[src/rtl/motor_cmd_sequencer.sv]
// Motor command sequencer: ramps duty and inserts brake dead-time on reversal for a tb6612fng.
// Optional command watchdog is built when MOTOR_WATCHDOG_EN is defined.
module motor_cmd_sequencer #(
    parameter int unsigned RAMP_DIV     = 1000,
    parameter int unsigned RAMP_STEP    = 4,
    parameter int unsigned DEADTIME_CYC = 1000,
    parameter int unsigned WDT_CYC      = 10_000_000
) (
    input  logic        clk_i,
    input  logic        rst_ni,
    input  logic        cmd_we_i,
    input  logic [31:0] cmd_i,
    output logic        ctrl_we_o,
    output logic [31:0] ctrl_o,
    output logic [1:0]  state_o,
    output logic        busy_o,
    output logic        wdt_trip_o
);

    localparam int unsigned   PW         = (RAMP_DIV > 1) ? $clog2(RAMP_DIV) : 1;
    localparam int unsigned   DW         = $clog2(DEADTIME_CYC + 1);
    localparam logic [PW-1:0] PRESC_LAST = PW'(RAMP_DIV - 1);
    localparam logic [DW-1:0] DT_LOAD    = DW'(DEADTIME_CYC);
    localparam logic [7:0]    STEP       = 8'(RAMP_STEP);
    localparam logic [1:0]    DIR_BRAKE  = 2'b11;

    typedef enum logic [1:0] {
        ST_RUN    = 2'd0,
        ST_RAMPDN = 2'd1,
        ST_BRAKE  = 2'd2
    } state_e;

    state_e        state_q, state_d;
    logic [1:0]    dir_q, dir_d;
    logic [7:0]    duty_q, duty_d;
    logic [DW-1:0] dt_q, dt_d;
    logic [PW-1:0] presc_q;
    logic [1:0]    tgt_dir_q;
    logic [7:0]    tgt_duty_q;
    logic          tick;
    logic          wdt_expire;
    logic [7:0]    gap_up, gap_dn;
    logic          cmd_unused;

    assign cmd_unused = ^{cmd_i[31:18], cmd_i[15:8]};

    function automatic logic is_drive(input logic [1:0] d);
        return d[0] ^ d[1];
    endfunction

    assign tick   = (presc_q == PRESC_LAST);
    assign gap_up = tgt_duty_q - duty_q;
    assign gap_dn = duty_q - tgt_duty_q;

`ifdef MOTOR_WATCHDOG_EN
    localparam int unsigned   WW       = (WDT_CYC > 1) ? $clog2(WDT_CYC + 1) : 1;
    localparam logic [WW-1:0] WDT_LAST = WW'(WDT_CYC - 1);
    localparam logic [WW-1:0] WDT_SAT  = WW'(WDT_CYC);

    logic [WW-1:0] wdt_q;
    logic          wdt_trip_q;

    // Counter saturates after expiry so the target is forced to stop only once.
    assign wdt_expire = !cmd_we_i && (wdt_q == WDT_LAST);
    assign wdt_trip_o = wdt_trip_q;

    always_ff @(posedge clk_i or negedge rst_ni) begin
        if (!rst_ni) begin
            wdt_q      <= '0;
            wdt_trip_q <= 1'b0;
        end else if (cmd_we_i) begin
            wdt_q      <= '0;
            wdt_trip_q <= 1'b0;
        end else if (wdt_q != WDT_SAT) begin
            wdt_q <= wdt_q + 1'b1;
            if (wdt_expire) wdt_trip_q <= 1'b1;
        end
    end
`else
    localparam int unsigned WDT_unused = WDT_CYC;
    assign wdt_expire = 1'b0;
    assign wdt_trip_o = 1'b0;
`endif

    always_ff @(posedge clk_i or negedge rst_ni) begin
        if (!rst_ni) begin
            tgt_dir_q  <= '0;
            tgt_duty_q <= '0;
        end else if (cmd_we_i) begin
            tgt_dir_q  <= cmd_i[17:16];
            tgt_duty_q <= cmd_i[7:0];
        end else if (wdt_expire) begin
            tgt_dir_q  <= '0;
            tgt_duty_q <= '0;
        end
    end

    always_comb begin
        state_d = state_q;
        dir_d   = dir_q;
        duty_d  = duty_q;
        dt_d    = dt_q;
        unique case (state_q)
            ST_RUN: begin
                if (tgt_dir_q == dir_q) begin
                    if (is_drive(dir_q) && tick) begin
                        if (tgt_duty_q > duty_q)
                            duty_d = (gap_up > STEP) ? duty_q + STEP : tgt_duty_q;
                        else if (tgt_duty_q < duty_q)
                            duty_d = (gap_dn > STEP) ? duty_q - STEP : tgt_duty_q;
                    end
                end else if (!is_drive(dir_q)) begin
                    dir_d = tgt_dir_q;
                end else begin
                    state_d = ST_RAMPDN;
                end
            end
            ST_RAMPDN: begin
                if (tgt_dir_q == dir_q) begin
                    state_d = ST_RUN;
                end else if (duty_q == '0) begin
                    if (is_drive(tgt_dir_q)) begin
                        state_d = ST_BRAKE;
                        dir_d   = DIR_BRAKE;
                        dt_d    = DT_LOAD;
                    end else begin
                        state_d = ST_RUN;
                        dir_d   = tgt_dir_q;
                    end
                end else if (tick) begin
                    duty_d = (duty_q > STEP) ? duty_q - STEP : '0;
                end
            end
            ST_BRAKE: begin
                if (dt_q <= DW'(1)) begin
                    dt_d    = '0;
                    state_d = ST_RUN;
                    dir_d   = tgt_dir_q;
                end else begin
                    dt_d = dt_q - 1'b1;
                end
            end
            default: state_d = ST_RUN;
        endcase
    end

    always_ff @(posedge clk_i or negedge rst_ni) begin
        if (!rst_ni) begin
            state_q   <= ST_RUN;
            dir_q     <= '0;
            duty_q    <= '0;
            dt_q      <= '0;
            presc_q   <= '0;
            ctrl_we_o <= 1'b0;
        end else begin
            state_q   <= state_d;
            dir_q     <= dir_d;
            duty_q    <= duty_d;
            dt_q      <= dt_d;
            presc_q   <= tick ? '0 : presc_q + 1'b1;
            ctrl_we_o <= ({dir_d, duty_d} != {dir_q, duty_q});
        end
    end

    // ctrl_o is a direct flop image, so the strobe lands in the cycle it changes.
    assign ctrl_o  = {14'b0, dir_q, 8'b0, duty_q};
    assign state_o = state_q;
    assign busy_o  = (state_q != ST_RUN) || (duty_q != tgt_duty_q);

endmodule

[config.mk]
export PLATFORM = sky130hd
export DESIGN_NAME = motor_cmd_sequencer
export DESIGN_NICKNAME = d
export VERILOG_FILES = /design/src/rtl/motor_cmd_sequencer.sv
export SDC_FILE = /design/constraint.sdc
export NUM_CORES = 1
export LEC_CHECK = 0
export ABC_AREA = 1
export CORE_MARGIN = 1.5
export CORE_UTILIZATION = 49
export CTS_CLUSTER_SIZE = 40
export DETAILED_ROUTE_END_ITERATION = 16
export HOLD_SLACK_MARGIN = 0.05
export PLACE_DENSITY = 0.76
export SKIP_LAST_GASP = 1
export SLEW_MARGIN = 10
export SYNTH_ARGS = -nofsm -noshare
export SYNTH_HDL_FRONTEND = slang
export SYNTH_SLANG_ARGS = --single-unit
[constraint.sdc]
create_clock -name clk_i -period 2.8 [get_ports clk_i]
set_clock_uncertainty 0.05 [all_clocks]
set_input_delay 0.42 -clock clk_i [delete_from_list [all_inputs] [get_ports clk_i]]
set_output_delay 0.42 -clock clk_i [all_outputs]
set_load 0.05 [all_outputs]
==> reports/results.tsv <==
metric	value	unit
Post-Route WL	10800	µm
global-route wire length before repair	17800	µm
CP Cell Sequence	ha_4 -> fa_2 -> inv_2 -> nand2_2 -> nand2_2 -> nand3_2 -> nand2_2 -> nand2_2 -> nand2_4 -> inv_6 -> nor2_8 -> buf_6 -> nand2_2 -> nand2_1 -> o21ai_1 -> nand3_1 -> nand2_1 -> nand2_1 -> nand2_1 -> nand2_1 -> nand2_1 -> nor2_1 -> nand2_1	
Yosys top cell area share	26.2	%
crit path kind	reg2reg	
largest family of logic cells by synthesized area	simple AND/OR/NAND/NOR gates	
Final Core Density	60.1	%
Lkg Pwr	2.51	nW
R2R Setup Slk	20	ps
Seq/Total Area, Yosys	26.2	%
register clock-pin slew on the reported worst setup and hold paths	100	ps
grt ovf	0	
Syn Area/Cell	6.48	µm²
routability congestion estimate from global placement	0.934	
synth warn	0	
Pwr Total	4.40	mW
Cell Pwr Density	897	nW/µm²
Critical Path RT	2950	ps
Cells after Synth	633	
Post-synth top cells	nand2_1 (163), inv_1 (95), nand3_1 (60)	
DRC	0	
R2R cell count	23	
adder-cell share of the synthesized area	7.50	%
DP HPWL	8300	µm
Worst EP arrival	2930	ps
most frequent cell after synthesis	nand2_1	
Rel. slew slack	59.0	%
Post-Synth XOR/XNOR Area	2.14	%
Compound-Gate Fraction of Synth Area	13.0	%
cell taking the most area after synthesis	dfrtp_1	
Worst path max stage delay	440	ps
Tot GR Track Use	25.3	%
Async S/R FF share, synth	100	%
row count	33	
H-tree depth	2	
Post-Synth Simple-Gate Area	34.7	%
synth top area cells	dfrtp_1 (26%), nand2_1 (15%), inv_1 (8.7%), nand3_1 (7.3%), ha_1 (7.0%)	
CTS sink cnt	43	
RSZ-0062 raised after global routing	yes	
Worst-Margin Slew	615	ps
Die X	94.5	µm
vias in the first global route	3904	
Crit. End Element	register	
FF-to-FF Start	duty_q[0]	
mux cell area share after synthesis	0.275	%
antenna violations before repair	0	
worst skew pair latency	310	ps
fmax	360	MHz
max_cap viols	0	
Area Growth Syn to Fin	19.7	%
final worst path period share	99.2	%
Die ar.	8930	µm²
Worst setup SP type	register	
Pre-antenna DRT Iters	5	
final slew viol count	0	
peak supply drop	0.679	mV
core area	8180	µm²
HP Class	in2async	
outcome	completed	
PortBufs	26	
count of cell types in the netlist	47	
n_diodes	0	
Synth Register Bits	43	
worst flop-to-flop path endpoint	ctrl_we_o	
Max stage delay cell, worst path	dfrtp_2	
initial DRC count	278	
Initial Util	50.2	%
crit path max fanout	4	
CTS root buffer	clkbuf_8	
layout cells sized above 1	17.9	%
Via density	5.17	
Buf/Inv on CP	3	
vias post-DR	4155	
EDFF count, synth	0	
Ports	72	
TritonCTS buffer count	5	
WL per Instance	13.5	µm
fin crit period	2780	ps
Top delay family on crit path	simple AND/OR/NAND/NOR gates	
Crit path top cell by count	nand2_1	
Antenna Nets Post-Route	0	
Synth Flop Type	dfrtp_1	
Post-Syn Area	4100	µm²
TritonCTS clock tree	done	
largest net degree at the start of global routing	26	
count of final hold-check violations	0	
Final #Nets	756	
cts hold-fix bufs	0	
final setup vio count	0	
Die Ht	94.5	µm
Clock Path Buffers	2	
registers in the layout, indices dropped and copies added (netlist names):
signal      count
tgt_dir_q       2
tgt_duty_q      8
duty_q          8
presc_q        10
dt_q           10
state_o         2
ctrl_we_o       1
dir_q           2
stage by stage:
stage / std cells / setup TNS [ps] / hold slack, ps / area (µm²) / worst slack [ps]
3_3_place_gp: 788 / -49.2 / 402 / 4630 / -49.2
2_1_floorplan: 655 / 0 / 74.4 / 4210 / 5.20
3_5_place_dp: 788 / -99.2 / 423 / 4630 / -99.2
5_1_grt: 803 / -156 / 110 / 4910 / -156
6_report: 803 / 0 / 61.5 / 4910 / 21.9
4_1_cts: 800 / 0 / 92.2 / 4830 / 6.15
power breakdown:
group	total, mW	switching [mW]	leakage (nW)	internal (mW)
Combinational	2.92	1.86	1.96	1.06
Sequential	0.937	0.165	0.496	0.772
Clock	0.540	0.246	0.0618	0.294
metal layers:
layer	vias up	global-route usage [%]	wire [µm]
li1	2094	-	-
met1	1919	31.7	4800
met2	124	44.7	5340
met3	18	3.30	482
met4	0	8.08	219
met5	-	0	0
how the worst max path moves through the flow:
stage | to | depth (start not counted) | startpoint
floorplan | ctrl_we_o | 23 | duty_q[4]
global placement | ctrl_we_o | 22 | duty_q[0]
detailed placement | ctrl_we_o | 24 | duty_q[0]
CTS | ctrl_we_o | 23 | duty_q[0]
global route | ctrl_we_o | 22 | duty_q[0]
finish | ctrl_we_o | 23 | duty_q[0]
cell usage in the layout, fill, tap and decap left out, drive strengths merged, types with 2 or more instances in the layout:
| cell | count |
|---|---|
| ha | 23 |
| nand4 | 5 |
| nand3 | 63 |
| inv | 107 |
| xnor2 | 2 |
| a31oi | 2 |
| o22ai | 2 |
| o21ai | 41 |
| nor2 | 55 |
| clkdlybuf4s50 | 24 |
| nor3 | 12 |
| a22oi | 5 |
| a21oi | 34 |
| conb | 23 |
| o211ai | 5 |
| nand2 | 174 |
| xor2 | 8 |
| clkinv | 5 |
| clkbuf | 6 |
| or2 | 3 |
| buf | 45 |
| dfrtp | 43 |
layout make-up:
cell class,instances,area (µm²)
Fill cell,777,3270
Multi-Input combinational cell,467,2550
Sequential cell,43,1080
Timing Repair Buffer,69,603
Inverter,111,422
Tap cell,105,131
Clock buffer,6,82.6
Clock inverter,2,38.8
cells by family after synthesis:
group                    count (synthesis)
AO/OA/AOI/OAI                           93
XOR/XNOR                                10
AND/OR/NAND/NOR                        316
adder cells (fa/ha/maj)                 24
buffers and inverters                  145
multiplexers                             1
other                                    1
flip-flops                              43
repair_timing:
item | CTS | global route
endpoints found under the hold margin | 0 | 0
setup endpoints to repair | 1 | 2
buffers inserted | 4 | 3
pin swaps | 11 | 18
resized for setup | 18 | 14
No activity file was read; power rests on OpenSTA's default activity.
==> patch 1: new RTL, same settings <==
Build with the macro `MOTOR_WATCHDOG_EN` defined.
--- a/src/rtl/motor_cmd_sequencer.sv
+++ b/src/rtl/motor_cmd_sequencer.sv
@@ -1,5 +1,7 @@
 // Motor command sequencer: ramps duty and inserts brake dead-time on reversal for a tb6612fng.
 // Optional command watchdog is built when MOTOR_WATCHDOG_EN is defined.
+`define MOTOR_WATCHDOG_EN
+
 module motor_cmd_sequencer #(
     parameter int unsigned RAMP_DIV     = 1000,
     parameter int unsigned RAMP_STEP    = 4,
Function: same outputs for any inputs over 10 cycles, from zero or initial values and one cycle with rst_ni low; that may be too few to reach the edited logic, so the function may still have changed.
==> patch 1 against the unedited design <==
- global-route usage down 1.9 points
- maximum frequency is 1.6% lower
- critical path depth down 1
- area after synthesis up 37%
- design area increased by 35%
- first-iteration DRC count down 2.5%
- total power grew 42%
- the flow now finishes with violations (setup timing)
- clock power increased by 140%
- sequential cell count rose by 25
- combinational power rose by 24%
- routed wire length rose by 24%
- worst setup slack worse by 0.046 ns
==> patch 1: results (changes against the unedited design) <==
{| class="wikitable"
! Metric !! Value
|-
| Run status || finished with violations (was finished, final reports clean)
|-
| Worst ir drop on vdd || 0.513 mV (was 0.679 mV)
|-
| Fraction of power consumed by combinational cells || 0.581 (was 0.664)
|-
| Post-detailed-routing wire length || 13,400 µm (was 10,800 µm)
|-
| Final setup violation count || 1 (was 0)
|-
| Crit path DAT || 3.00 ns (was 2.93 ns)
|-
| Leak pwr || 3.22 nW (was 2.51 nW)
|-
| Max FO, Critical Path || 5 (was 4)
|-
| Met2 wire len || 6150 µm (was 5340 µm)
|-
| Weighted congestion at the end of routability-driven global placement || 0.902 (was 0.934)
|-
| Top cell types by occurrence after synthesis || sky130_fd_sc_hd__nand2_1 (200), sky130_fd_sc_hd__inv_1 (124), sky130_fd_sc_hd__nand3_1 (73), sky130_fd_sc_hd__nor2_1 (69), sky130_fd_sc_hd__dfrtp_1 (68) (was sky130_fd_sc_hd__nand2_1 (163), sky130_fd_sc_hd__inv_1 (95), sky130_fd_sc_hd__nand3_1 (60), sky130_fd_sc_hd__nor2_1 (49), sky130_fd_sc_hd__dfrtp_1 (43))
|-
| Violations in the final reports || setup timing
|-
| Clock transition at path regs || 0.05 ns (was 0.10 ns)
|-
| Number of levels in the clock H-tree || 3 (was 2)
|-
| Share of cells above drive strength 1 || 0.159 (was 0.179)
|-
| Number of CTS-inserted buffers || 9 (was 5)
|-
| Total global-route track usage || 0.233 (was 0.253)
|-
| Number of buffers inserted by port buffering || 27 (was 26)
|-
| First-pass GRT wire length || 21,900 µm (was 17,800 µm)
|-
| Synth Area per Inst || 6.70 µm² (was 6.48 µm²)
|-
| Total length of routed met3 wires || 597 µm (was 482 µm)
|-
| Detailed Route Iter0 Violations || 271 (was 278)
|-
| Min setup slack post-route || -0.0240 ns (was 0.0219 ns)
|-
| HPWL after detailed placement || 10,200 µm (was 8300 µm)
|-
| Count of buffers added by post-CTS timing repair for setup || 1 (was 4)
|-
| Power dissipated by switching net loads || 2.96 mW (was 2.27 mW)
|-
| Synth Area in Compound Gates || 0.127 (was 0.130)
|-
| Hold_ws || 0.0509 ns (was 0.0615 ns)
|-
| Library cell used as clock root buffer || sky130_fd_sc_hd__clkbuf_16 (was sky130_fd_sc_hd__clkbuf_8)
|}
[patch 1: cell types whose count changed after synthesis, moves of 13 or more]
cell / unedited run / this run
sky130_fd_sc_hd__dfrtp_1: 43 / 68
sky130_fd_sc_hd__nor2_1: 49 / 69
sky130_fd_sc_hd__o21ai_0: 36 / 54
sky130_fd_sc_hd__nand2_1: 163 / 200
sky130_fd_sc_hd__nand3_1: 60 / 73
sky130_fd_sc_hd__nand4_1: 5 / 19
sky130_fd_sc_hd__a21oi_1: 32 / 50
sky130_fd_sc_hd__inv_1: 95 / 124
[patch 1: area by class of cell]
| type | count | area [µm²] |
|---|---|---|
| clock buffer | 9 | 225 |
| inverter | 143 | 542 |
| fill | 1026 | 4390 |
| sequential | 68 | 1710 |
| multi-input combinational | 614 | 3350 |
| clock inverter | 6 | 114 |
| tap | 140 | 175 |
| timing repair buffer | 60 | 527 |
[patch 1: metal layers]
layer	vias to the layer above	track usage
met3	21	0.0429
met2	121	0.369
met5	-	0
li1	2779	-
met1	2479	0.324
met4	0	0.0769
==> patch 2: new RTL, same settings <==
Without the edit above. `dt_q` no longer has a reset.
--- a/src/rtl/motor_cmd_sequencer.sv
+++ b/src/rtl/motor_cmd_sequencer.sv
@@ -149,17 +149,19 @@
             state_q   <= ST_RUN;
             dir_q     <= '0;
             duty_q    <= '0;
-            dt_q      <= '0;
             presc_q   <= '0;
             ctrl_we_o <= 1'b0;
         end else begin
             state_q   <= state_d;
             dir_q     <= dir_d;
             duty_q    <= duty_d;
-            dt_q      <= dt_d;
             presc_q   <= tick ? '0 : presc_q + 1'b1;
             ctrl_we_o <= ({dir_d, duty_d} != {dir_q, duty_q});
         end
+    end
+
+    always_ff @(posedge clk_i) begin
+        dt_q <= dt_d;
     end
 
     // ctrl_o is a direct flop image, so the strobe lands in the cycle it changes.
Function: no difference found for any inputs over 10 cycles, from zero or initial values and one cycle with rst_ni low; that may be too few to reach the edited logic, so the function may still have changed.
==> patch 2 against the unedited design <==
- the run now ends with setup timing left
- total power is 19% lower
- area after synthesis is 0.15% lower
- routed wire length is 2.8% lower
- critical path depth is 7 lower
- design area is 0.31% lower
- count of clock-buffer cells in the layout is 1 lower
- worst setup slack worse by 0.063 ns
- sequential cell count stayed put
==> patch 2: results (changes against the unedited design) <==
{| class="wikitable"
! Metric !! Value
|-
| Number of filler cells placed in the layout || 775 (was 777)
|-
| Max FO, Critical Path || 10 (was 4)
|-
| Via density per instance || 5.26 (was 5.17)
|-
| M1 WL || 4700 µm (was 4800 µm)
|-
| Adder and majority cell fraction of the synthesized area || 0.0752 (was 0.0750)
|-
| Share of cells above drive strength 1 || 0.184 (was 0.179)
|-
| Startpoint of the lowest-slack register-to-register path || tgt_duty_q[2]$_DFFE_PN0P_ (was duty_q[0]$_DFF_PN0_)
|-
| Count of buffers added by post-CTS timing repair for setup || 2 (was 4)
|-
| Total length of routed met3 wires || 628 µm (was 482 µm)
|-
| Final setup violation count || 1 (was 0)
|-
| Min setup slack post-route || -0.0415 ns (was 0.0219 ns)
|-
| Xor/xnor cell area share of the yosys netlist || 0.0299 (was 0.0214)
|-
| Weighted congestion at the end of routability-driven global placement || 0.919 (was 0.934)
|-
| Detailed Route Iter0 Violations || 297 (was 278)
|-
| Transition time at the pin with the least slew margin || 0.733 ns (was 0.615 ns)
|-
| Hold_ws || 0.427 ns (was 0.0615 ns)
|-
| Violations in the final reports || setup timing
|-
| Pin count of the biggest net entering global routing || 34 (was 26)
|-
| Number of unique standard cell types used by synthesis || 44 (was 47)
|-
| Final nets || 737 (was 756)
|-
| Clock-cell share of area || 0.0238 (was 0.0247)
|-
| R2r worst-path depth || 16 (was 23)
|-
| Synth Area in Compound Gates || 0.125 (was 0.130)
|-
| Met2 wire len || 5040 µm (was 5340 µm)
|-
| Top cell types by occurrence after synthesis || sky130_fd_sc_hd__nand2_1 (159), sky130_fd_sc_hd__inv_1 (80), sky130_fd_sc_hd__nor2_1 (62), sky130_fd_sc_hd__nand3_1 (49), sky130_fd_sc_hd__o21ai_0 (34) (was sky130_fd_sc_hd__nand2_1 (163), sky130_fd_sc_hd__inv_1 (95), sky130_fd_sc_hd__nand3_1 (60), sky130_fd_sc_hd__nor2_1 (49), sky130_fd_sc_hd__dfrtp_1 (43))
|-
| Fraction of met1 tracks used by global routing || 0.320 (was 0.317)
|-
| FF+latch count || 43 (unchanged)
|-
| Top cells by area, synth || sky130_fd_sc_hd__dfrtp_1 (20%), sky130_fd_sc_hd__nand2_1 (15%), sky130_fd_sc_hd__edfxtp_1 (7.3%) (was sky130_fd_sc_hd__dfrtp_1 (26%), sky130_fd_sc_hd__nand2_1 (15%), sky130_fd_sc_hd__inv_1 (8.7%))
|-
| Total global-route track usage || 0.242 (was 0.253)
|-
| Run status || finished with violations (was finished, final reports clean)
|-
| Share of flip-flops with an asynchronous set or reset || 0.767 (was 1.00)
|-
| Worst ir drop on vdd || 0.422 mV (was 0.679 mV)
|-
| Number of enable flip-flop cells after synthesis || 10 (was 0)
|}
[patch 2: changes by cell type in the layout (fill, tap and decap cells not counted), sizes merged, moves of 3 or more]
cell / unedited run / this run
o21ai: 41 / 38
inv: 107 / 91
nand3: 63 / 57
dfrtp: 43 / 33
o211ai: 5 / 2
edfxtp: 0 / 10
nor2: 55 / 71
nand2: 174 / 168
nor3: 12 / 9
xnor2: 2 / 5
[patch 2: stage by stage]
stage	setup WS (ns)	setup TNS, ns	std cells	total power, mW	cell area [µm²]
2_1_floorplan	0.00699	0	633	2.32	4210
3_3_place_gp	-0.0118	-0.0118	769	2.83	4640
3_5_place_dp	-0.104	-0.104	769	2.87	4640
4_1_cts	0.00149	0	779	3.43	4790
5_1_grt	-0.200	-0.200	784	3.83	4890
6_report	-0.0415	-0.0415	784	3.58	4890
